## config.mk

```make
export PLATFORM = sky130hd
export DESIGN_NAME = car_motion_ctrl
export DESIGN_NICKNAME = d
export VERILOG_FILES = /design/src/rtl/elevator_pkg.sv /design/src/rtl/car_tick_timer.sv /design/src/rtl/car_motion_ctrl.sv
export SDC_FILE = /design/constraint.sdc
export NUM_CORES = 1
export LEC_CHECK = 0
export ABC_AREA = 1
export BUFFER_PORTS_ARGS = -buffer_cell sky130_fd_sc_hd__buf_2
export CORE_ASPECT_RATIO = 1.25
export CORE_MARGIN = 5
export CORE_UTILIZATION = 49
export CTS_CLUSTER_DIAMETER = 150
export CTS_CLUSTER_SIZE = 10
export DETAILED_ROUTE_END_ITERATION = 8
export GPL_ROUTABILITY_DRIVEN = 0
export HOLD_SLACK_MARGIN = 0.03
export PLACE_DENSITY = 0.76
export SLEW_MARGIN = 20
export SYNTH_ARGS = -nofsm -noshare
export SYNTH_HDL_FRONTEND = slang
export SYNTH_SLANG_ARGS = --single-unit
```

## constraint.sdc

```tcl
create_clock -name clk -period 1.35 [get_ports clk]
set_input_delay 0.27 -clock clk [delete_from_list [all_inputs] [get_ports clk]]
set_output_delay 0.27 -clock clk [all_outputs]
set_load 0.03 [all_outputs]
```

## src/rtl/elevator_pkg.sv

```systemverilog
// Shared definitions for the elevator car path: FSM states, run modes,
// one-hot floor codes, default timing and the floor-shift helper.
package elevator_pkg;

   typedef enum logic [1:0] {
      IDLE  = 2'd0,
      MOVE  = 2'd1,
      CHECK = 2'd2,
      DOOR  = 2'd3
   } car_state_t;

   localparam logic [1:0] MODE_STOP = 2'b00;
   localparam logic [1:0] MODE_UP   = 2'b01;
   localparam logic [1:0] MODE_DOWN = 2'b10;

   localparam logic [3:0] FLOOR1 = 4'b0001;
   localparam logic [3:0] FLOOR2 = 4'b0010;
   localparam logic [3:0] FLOOR3 = 4'b0100;
   localparam logic [3:0] FLOOR4 = 4'b1000;

   localparam int TICKS_PER_FLOOR_DEF = 64;
   localparam int DOOR_OPEN_TICKS_DEF = 96;
   localparam int HOLD_TICKS_DEF      = 32;

   // One-floor move in the given direction; the end floors hold their position.
   function automatic logic [3:0] shift_floor(input logic [3:0] pos, input logic [1:0] dir);
      logic [3:0] res;
      res = pos;
      if (dir == MODE_UP && pos != FLOOR4)
         res = pos << 1;
      else if (dir == MODE_DOWN && pos != FLOOR1)
         res = pos >> 1;
      return res;
   endfunction

endpackage

```

## src/rtl/car_tick_timer.sv

```systemverilog
// Tick counter shared by travel and door timing: clear, count up, saturating
// pull-back for door hold, and a done flag at a programmable terminal count.
module car_tick_timer #(
   parameter int CNT_W = 8
) (
   input  logic             clk,
   input  logic             rst,
   input  logic             i_clr,
   input  logic             i_en,
   input  logic             i_sub,
   input  logic [CNT_W-1:0] i_sub_val,
   input  logic [CNT_W-1:0] i_term,
   output logic             o_done
);

   logic [CNT_W-1:0] r_count;
   logic [CNT_W-1:0] w_count_inc;
   logic [CNT_W-1:0] w_count_nxt;

   assign w_count_inc = r_count + CNT_W'(1);

   // NOTE: default assignment first so every path drives w_count_nxt and no latch is inferred.
   always_comb begin
      w_count_nxt = r_count;
      if (i_clr)
         w_count_nxt = '0;
      else if (i_en && i_sub)
         w_count_nxt = (w_count_inc > i_sub_val) ? (w_count_inc - i_sub_val) : '0;
      else if (i_en)
         w_count_nxt = w_count_inc;
   end

   // NOTE: clocked state uses non-blocking assignments so all registers update together.
   always_ff @(posedge clk or posedge rst) begin
      if (rst)
         r_count <= '0;
      else
         r_count <= w_count_nxt;
   end

   assign o_done = (r_count == i_term);

endmodule

```

## src/rtl/car_motion_ctrl.sv

```systemverilog
// Elevator car motion FSM: travel one floor per TICKS_PER_FLOOR, stop and open
// the door at requested floors. Door-hold extension enabled by CAR_DOOR_HOLD_EN.
module car_motion_ctrl
   import elevator_pkg::*;
#(
   parameter int TICKS_PER_FLOOR = TICKS_PER_FLOOR_DEF,
   parameter int DOOR_OPEN_TICKS = DOOR_OPEN_TICKS_DEF,
   parameter int HOLD_TICKS      = HOLD_TICKS_DEF
) (
   input  logic       clk,
   input  logic       rst,
   input  logic [1:0] ud_mode,
   input  logic [3:0] stop_req,
   input  logic       door_hold,
   output logic [3:0] position,
   output logic       door_open,
   output logic       moving,
   output logic [1:0] dir,
   output logic [3:0] served
);

   localparam int MAX_TICKS = (TICKS_PER_FLOOR > DOOR_OPEN_TICKS) ? TICKS_PER_FLOOR : DOOR_OPEN_TICKS;
   // Spare bit keeps count+1 from wrapping when the pull-back is applied.
   localparam int CNT_W = $clog2(MAX_TICKS) + 1;
   localparam logic [CNT_W-1:0] MOVE_TERM = CNT_W'(TICKS_PER_FLOOR - 1);
   localparam logic [CNT_W-1:0] DOOR_TERM = CNT_W'(DOOR_OPEN_TICKS - 1);
   localparam logic [CNT_W-1:0] HOLD_VAL  = CNT_W'(HOLD_TICKS);

   car_state_t       r_state;
   car_state_t       w_state_nxt;
   logic [3:0]       r_position;
   logic [3:0]       w_position_nxt;
   logic [1:0]       r_dir;
   logic [1:0]       w_dir_nxt;
   logic [3:0]       r_served;
   logic [3:0]       w_served_nxt;
   logic             r_door_open;
   logic             r_moving;

   logic [1:0]       w_mode;
   logic             w_hit;
   logic             w_can_continue;
   logic             w_tmr_clr;
   logic             w_tmr_en;
   logic             w_tmr_done;
   logic [CNT_W-1:0] w_tmr_term;
   logic             w_hold_edge;

   assign w_mode         = (ud_mode == 2'b11) ? MODE_STOP : ud_mode;
   assign w_hit          = |(stop_req & r_position);
   assign w_can_continue = (r_dir == MODE_UP   && r_position != FLOOR4) ||
                           (r_dir == MODE_DOWN && r_position != FLOOR1);

`ifdef CAR_DOOR_HOLD_EN
   logic       r_hold_d;
   logic [2:0] r_hold_cnt;

   // Only the first four presses of a door cycle pull the counter back.
   assign w_hold_edge = door_hold && !r_hold_d && (r_state == DOOR) && (r_hold_cnt < 3'd4);

   always_ff @(posedge clk or posedge rst) begin
      if (rst) begin
         r_hold_d   <= 1'b0;
         r_hold_cnt <= 3'd0;
      end else begin
         r_hold_d <= door_hold;
         if (r_state != DOOR)
            r_hold_cnt <= 3'd0;
         else if (w_hold_edge)
            r_hold_cnt <= r_hold_cnt + 3'd1;
      end
   end
`else
   logic w_unused_hold;

   assign w_hold_edge   = 1'b0;
   assign w_unused_hold = door_hold;
`endif

   car_tick_timer #(
      .CNT_W (CNT_W)
   ) u_timer (
      .clk       (clk),
      .rst       (rst),
      .i_clr     (w_tmr_clr),
      .i_en      (w_tmr_en),
      .i_sub     (w_hold_edge),
      .i_sub_val (HOLD_VAL),
      .i_term    (w_tmr_term),
      .o_done    (w_tmr_done)
   );

   always_comb begin
      w_state_nxt    = r_state;
      w_position_nxt = r_position;
      w_dir_nxt      = r_dir;
      w_served_nxt   = 4'b0000;
      w_tmr_clr      = 1'b0;
      w_tmr_en       = 1'b0;
      w_tmr_term     = MOVE_TERM;

      case (r_state)
         IDLE: begin
            w_dir_nxt = MODE_STOP;
            if (w_hit) begin
               w_state_nxt  = DOOR;
               w_served_nxt = r_position;
               w_tmr_clr    = 1'b1;
            end else if (w_mode == MODE_UP && r_position != FLOOR4) begin
               w_state_nxt = MOVE;
               w_dir_nxt   = MODE_UP;
               w_tmr_clr   = 1'b1;
            end else if (w_mode == MODE_DOWN && r_position != FLOOR1) begin
               w_state_nxt = MOVE;
               w_dir_nxt   = MODE_DOWN;
               w_tmr_clr   = 1'b1;
            end
         end

         MOVE: begin
            w_tmr_en = 1'b1;
            if (w_tmr_done) begin
               w_position_nxt = shift_floor(r_position, r_dir);
               w_tmr_clr      = 1'b1;
               w_state_nxt    = CHECK;
            end
         end

         // Single cycle so the request stage sees the new floor before we commit.
         CHECK: begin
            w_tmr_clr = 1'b1;
            if (w_hit) begin
               w_state_nxt  = DOOR;
               w_served_nxt = r_position;
            end else if (w_mode == r_dir && w_can_continue) begin
               w_state_nxt = MOVE;
            end else begin
               w_state_nxt = IDLE;
               w_dir_nxt   = MODE_STOP;
            end
         end

         DOOR: begin
            w_tmr_en   = 1'b1;
            w_tmr_term = DOOR_TERM;
            if (w_tmr_done) begin
               w_state_nxt = IDLE;
               w_dir_nxt   = MODE_STOP;
               w_tmr_clr   = 1'b1;
            end
         end

         default: begin
            w_state_nxt = IDLE;
            w_dir_nxt   = MODE_STOP;
            w_tmr_clr   = 1'b1;
         end
      endcase
   end

   always_ff @(posedge clk or posedge rst) begin
      if (rst) begin
         r_state     <= IDLE;
         r_position  <= FLOOR1;
         r_dir       <= MODE_STOP;
         r_served    <= 4'b0000;
         r_door_open <= 1'b0;
         r_moving    <= 1'b0;
      end else begin
         r_state     <= w_state_nxt;
         r_position  <= w_position_nxt;
         r_dir       <= w_dir_nxt;
         r_served    <= w_served_nxt;
         r_door_open <= (w_state_nxt == DOOR);
         r_moving    <= (w_state_nxt == MOVE);
      end
   end

   assign position  = r_position;
   assign door_open = r_door_open;
   assign moving    = r_moving;
   assign dir       = r_dir;
   assign served    = r_served;

endmodule

```

### Yosys cells after proc, flatten, opt, wreduce, memory -nomap -nowiden

Index checks and enable logic that the tools add are counted.

* flip-flop bits (word level): 22
* bits of input ports: 9
* output and inout bits: 12

* $add $sub $neg: 1
* equality and inequality tests: 17
* muxes and demuxes: 29
* bitwise operators: 1
* reductions and logical operators: 15

Operators by type and width (number)
* $mux W2: 13
* $mux W4: 4
* $mux W8: 2
* $eq A2 B2 Y1 const B: 6
* $add A8 B1 Y8 const B: 1
* $eq A2 B1 Y1 const B: 4
* $eq A8 B7 Y1: 1
* $pmux W2 S4: 1
* $mux W7: 1
* $mux W1: 6
* $pmux W2 S3: 1
* $logic_and A1 B1 Y1: 5
* $and A4 B4 Y4: 1
* $ne A2 B2 Y1 const B: 2
* $ne A4 B1 Y1 const B: 1
* $ne A4 B4 Y1 const B: 1
* $reduce_and A4 Y1: 1
* $reduce_bool A2 Y1: 2
* $reduce_or A2 Y1: 2
* $reduce_or A4 Y1: 1
* $pmux W1 S3: 1
* $reduce_and A3 Y1: 1
* $reduce_bool A3 Y1: 1
* $eq A2 B2 Y1: 1
* other kinds (3): 3

### Longest topological paths before layout

* depth in word-level cells: 9
* depth in mapped cells: 12

### Hierarchy

A second synthesis with hierarchy kept.

* cells, all modules: 317
* area total of the unflattened synthesis: 2049.5 µm²

By module, submodules not included
* car_tick_timer: times used 1, cells an instance 188, area an instance 1136.1 µm², sequential area each 200.2 µm²
* car_motion_ctrl: times used 1, cells an instance 129, area an instance 913.4 µm², sequential area each 351.6 µm²

### Worst setup path after synthesis

Ideal clock, no wire load.

* path kind: register to register
* from: reg r_position[0], in the netlist position[0]
* to: reg r_position[0], in the netlist position[0]
* setup time: 0.079 ns
* arrival: 1.380 ns
* setup slack: -0.109 ns
* cell stages (with the launch flop): 9
* clock period less this slack: 1.459 ns
* cell sequence: dfstp_2 > inv_1 > nand3_1 > nand2_1 > nand2_1 > nand2_1 > nor2_4 > nand3_1 > o21ai_0

* word-level cells in the longest chain between the ends: 4

Ends and longest elaborated chain
* start, declared: RTL line car_motion_ctrl.sv:31 `logic [3:0] r_position;`
* start signal, assigned: RTL line car_motion_ctrl.sv:171 `r_position <= w_position_nxt;`
* $ne A4 B4 Y1 / $ne A4 B1 Y1 (equally long branches): RTL line elevator_pkg.sv:29, elevator_pkg.sv:31
* $logic_and A1 B1 Y1, on equally long branches: RTL line elevator_pkg.sv:29, elevator_pkg.sv:31
* $reduce_bool A2 Y1 (no source line)
* $reduce_and A3 Y1 (no source line)

Parallel ways exist; a longest one is shown, timed or not.
A chain may end at the register's enable or synchronous reset.

### Worst setup path in the final report

* from: reg u_timer.r_count[1]
* to: reg r_position[0], in the netlist position[0]

* word-level cells in the longest chain between the ends: 2

Ends and longest elaborated chain
* start, declared: RTL line car_tick_timer.sv:16 `logic [CNT_W-1:0] r_count;`
* start signal, assigned: RTL line car_tick_timer.sv:38 `r_count <= w_count_nxt;`
* $eq A8 B7 Y1: RTL line car_tick_timer.sv:41 `assign o_done = (r_count == i_term);`
* $reduce_and A3 Y1 (no source line)

No other way between the ends.

==> results.py <==
metrics = {
    "logic_synthesis": {
        "ys_seq_area_share_pct": 46.7,
        "synth_seq_cells": 22,
        "synth_top_area_share_pct": 44.4,
        "netlist_area_um2": 1180,
        "synthTopCellsByArea": "dfrtp_1 44%, nand2_1 14%, inv_1 7.0%",
        "yosysWarnings": 0,
        "synth.avg_cell_area_um2": 7.68,
        "synth.net_count": 164,
        "ys_types": 23,
        "syn_inst": 154,
        "yosysTopAreaCell": "dfrtp_1",
    },
    "sta": {
        "worst_pin_slew_ns": 0.397,
        "hold_viol_final": 0,
        "period_share_pct": 106,
        "final.min_clock_period_ns": 1.42,
        "fmax_mhz": 702,
        "maxSlewViolCount": 0,
        "grt_setup_unrepaired": "true",
        "skew_ns": 0.00339,
        "final-setup-viol-count": 17,
        "fin_ws_ns": -0.0749,
        "max_slew_margin_pct": 73.5,
    },
    "placed_design": {
        "hpwlAfterDp_um": 1870,
        "post-place-ws_ns": -0.143,
        "io_buffers": 19,
    },
    "clocking": {
        "cts_buffers": 3,
        "clk_latency_ns": 0.32,
        "cts_max_level": 1,
        "clock_path_buffers": 2,
        "cts_num_sinks": 22,
        "clk_pin_slew_worst_paths_ns": 0.12,
        "tritoncts": "yes",
        "clk_root_buffer_cell": "clkbuf_4",
    },
    "worst_setup_path": {
        "setup.worst_path.end_class": "flop",
        "path_buf_inv": 1,
        "r2r_cells": 7,
        "cp.arrival_ns": 1.69,
        "cp-start-kind": "flop",
        "critPathTopFamily": "simple AND/OR/NAND/NOR gates",
        "cp_slowest_cell": "dfrtp_1",
        "r2r_slack_ns": -0.07,
        "r2r-end": "position[0]$_DFFE_PP1P_",
        "critical_path_class": "reg2reg",
        "worst-endpoint-required_ns": 1.62,
        "path_cells": "ha_2 -> nand2_2 -> nor2_4 -> nand3_4 -> nor2_4 -> buf_4 -> o21ai_2",
        "r2r-start": "u_timer.r_count[1]$_DFFE_PP0P_",
        "worst-path-max-fanout": 7,
        "cp_common_cell": "nor2_4",
        "slowest_delay_ns": 0.39,
    },
    "floorplan": {
        "dieWidth_um": 53.9,
        "num_rows": 20,
        "io_pins": 21,
        "fp.dieArea_um2": 3500,
        "dieHeight_um": 64.9,
        "core-area_um2": 2380,
        "initial_core_util_pct": 49.7,
    },
    "drt": {
        "drc_errors": 0,
        "finalWirelength_um": 2610,
        "drt_iter0_markers": 23,
        "antenna_left": 0,
        "vias": 1141,
        "post_drt_wl_per_cell_um": 11.1,
        "avgViaCountPerCell": 4.86,
        "drt_first_pass_iters": 4,
    },
    "final_layout": {
        "syn2layout_area_growth_pct": 38.4,
        "layout_common_cells": "36 x nand2_1, 25 x buf_4, 20 x inv_1, 20 x nor2_1, 19 x buf_2",
        "num_antenna_cells": 0,
        "final_util_pct": 68.8,
        "final_common_cell": "nand2_1",
        "drive_above_1_share_pct": 41.6,
        "nNetsFinal": 213,
        "fillers": 183,
    },
    "flow_run": {
        "maxCapViolCount": 0,
    },
    "power_and_ir_drop": {
        "p_comb_share_pct": 4.0,
        "power_switching_uw": 233,
        "p_int_uw": 790,
        "p_per_area_nw_per_um2": 625,
        "p_leak_uw": 0.000833,
        "pwr-share-seq_pct": 64.4,
        "clock_power_share_pct": 31.6,
        "p_sw_share_pct": 22.8,
        "max-vdd-ir-drop_mv": 0.491,
    },
    "global_route": {
        "grt_pass1_vias": 1127,
        "gr-total-overflow": 0,
        "grt_pass1_wl_um": 4630,
        "track_usage_pct": 17.6,
        "grt_max_degree": 14,
        "antenna_found_initial": 0,
    },
    "min_path": {
        "hold_depth": 4,
        "min_to": "dir[1]$_DFFE_PP0P_",
        "hold_class": "in2reg",
        "hold_start": "ud_mode[0]",
    },
    "outcome": {
        "status": "finished with violations",
        "violations": "negative setup slack",
    },
}
## cells in the mapped netlist
cell     count
nor2_4       1
nand2_4      1
inv_2        1
dfstp_2      1
xor2_1       2
nor2_2       4
mux2_2       1
xnor2_1      2
nand4_1      4
ha_1         1
and3_2       1
dfrtp_1     21
nor3_1       1
nand4_2      1
buf_6        1
nand2_1     44
nor2_1      22
o21ai_0      9
nand3_4      1
nand3_1     11
nand2_2      1
a21oi_1      1
inv_1       22
## final cells by class
class / instances / area [um2] / share of cell area, %
inverter: 23 / 86.3 / 5.28
timing repair buffer: 45 / 293 / 17.9
tap: 33 / 41.3 / 2.52
clock buffer: 4 / 26.3 / 1.61
sequential: 22 / 557 / 34.0
multi-input combinational: 108 / 633 / 38.7
## state kept, by name (all words and copies together), names as in the netlist
name	cells
served	4
moving	1
dir	2
position	4
door_open	1
r_state	2
u_timer.r_count	8
## repair_timing
| item | CTS | global route |
|---|---|---|
| endpoints found under the setup margin | 18 | 23 |
| hold buffers | 1 | 0 |
| buffers inserted | 6 | 1 |
| pin swaps | 9 | 6 |
| gates resized for setup | 13 | 13 |
| hold endpoints to repair | 8 | 0 |
## worst min-delay path, stage by stage
cell and delay [ns]:
buf_2 0.11, nor2_1 0.07, nand4_1 0.09, nand2_1 0.05
## metrics by stage
step | hold WS, ns | instance area (um2) | setup TNS, ns | power (uW) | cells
after detailed placement | 0.273 | 1460 | -1.57 | 712 | 223
after floorplan | 0.258 | 1200 | -0.253 | 693 | 154
after global placement | 0.259 | 1460 | -0.583 | 710 | 223
after global routing | 0.314 | 1640 | -2.39 | 1080 | 235
after CTS | 0.302 | 1580 | -0.482 | 1020 | 234
final | 0.289 | 1640 | -0.696 | 1020 | 235
## power by group through the flow
stage               logic (uW)  clock network [uW]  registers, uW
floorplan                 21.2                   0            671
global placement          38.8                   0            671
detailed placement        40.3                   0            671
CTS                       42.7                 322            659
global route              50.0                 367            659
finish                    41.3                 323            659
## routing by layer
| layer | track usage (%) | share of wire (%) |
|---|---|---|
| met2 | 30.3 | 53 |
| met5 | 0 | 0 |
| met4 | 7.99 | 2.8 |
| met1 | 21.0 | 40 |
| met3 | 2.30 | 3.9 |
## kinds of logic after synthesis
family,after synthesis,synth area share (%)
AOI/OAI and AO/OA,10,4.23
xor gates and xnor gates,4,2.96
DFF,22,46.7
muxes,1,0.952
and+or+nand+nor,92,35.9
adders and majority gates,1,1.06
buffers and inverters,24,8.25
## worst max path at each step
stage / start / to / slack [ns] / cells after the start
4_1_cts: u_timer.r_count[1]$_DFFE_PP0P_ / moving$_DFF_PP0_ / -0.05 / 8
6_report: u_timer.r_count[1]$_DFFE_PP0P_ / position[0]$_DFFE_PP1P_ / -0.07 / 7
3_3_place_gp: u_timer.r_count[0]$_DFFE_PP0P_ / u_timer.r_count[2]$_DFFE_PP0P_ / -0.07 / 8
5_1_grt: u_timer.r_count[1]$_DFFE_PP0P_ / position[0]$_DFFE_PP1P_ / -0.17 / 7
2_1_floorplan: position[0]$_DFFE_PP1P_ / u_timer.r_count[0]$_DFFE_PP0P_ / -0.06 / 7
3_5_place_dp: u_timer.r_count[1]$_DFFE_PP0P_ / u_timer.r_count[7]$_DFFE_PP0P_ / -0.14 / 8
Note: power is estimated with default switching activity, not from simulation.
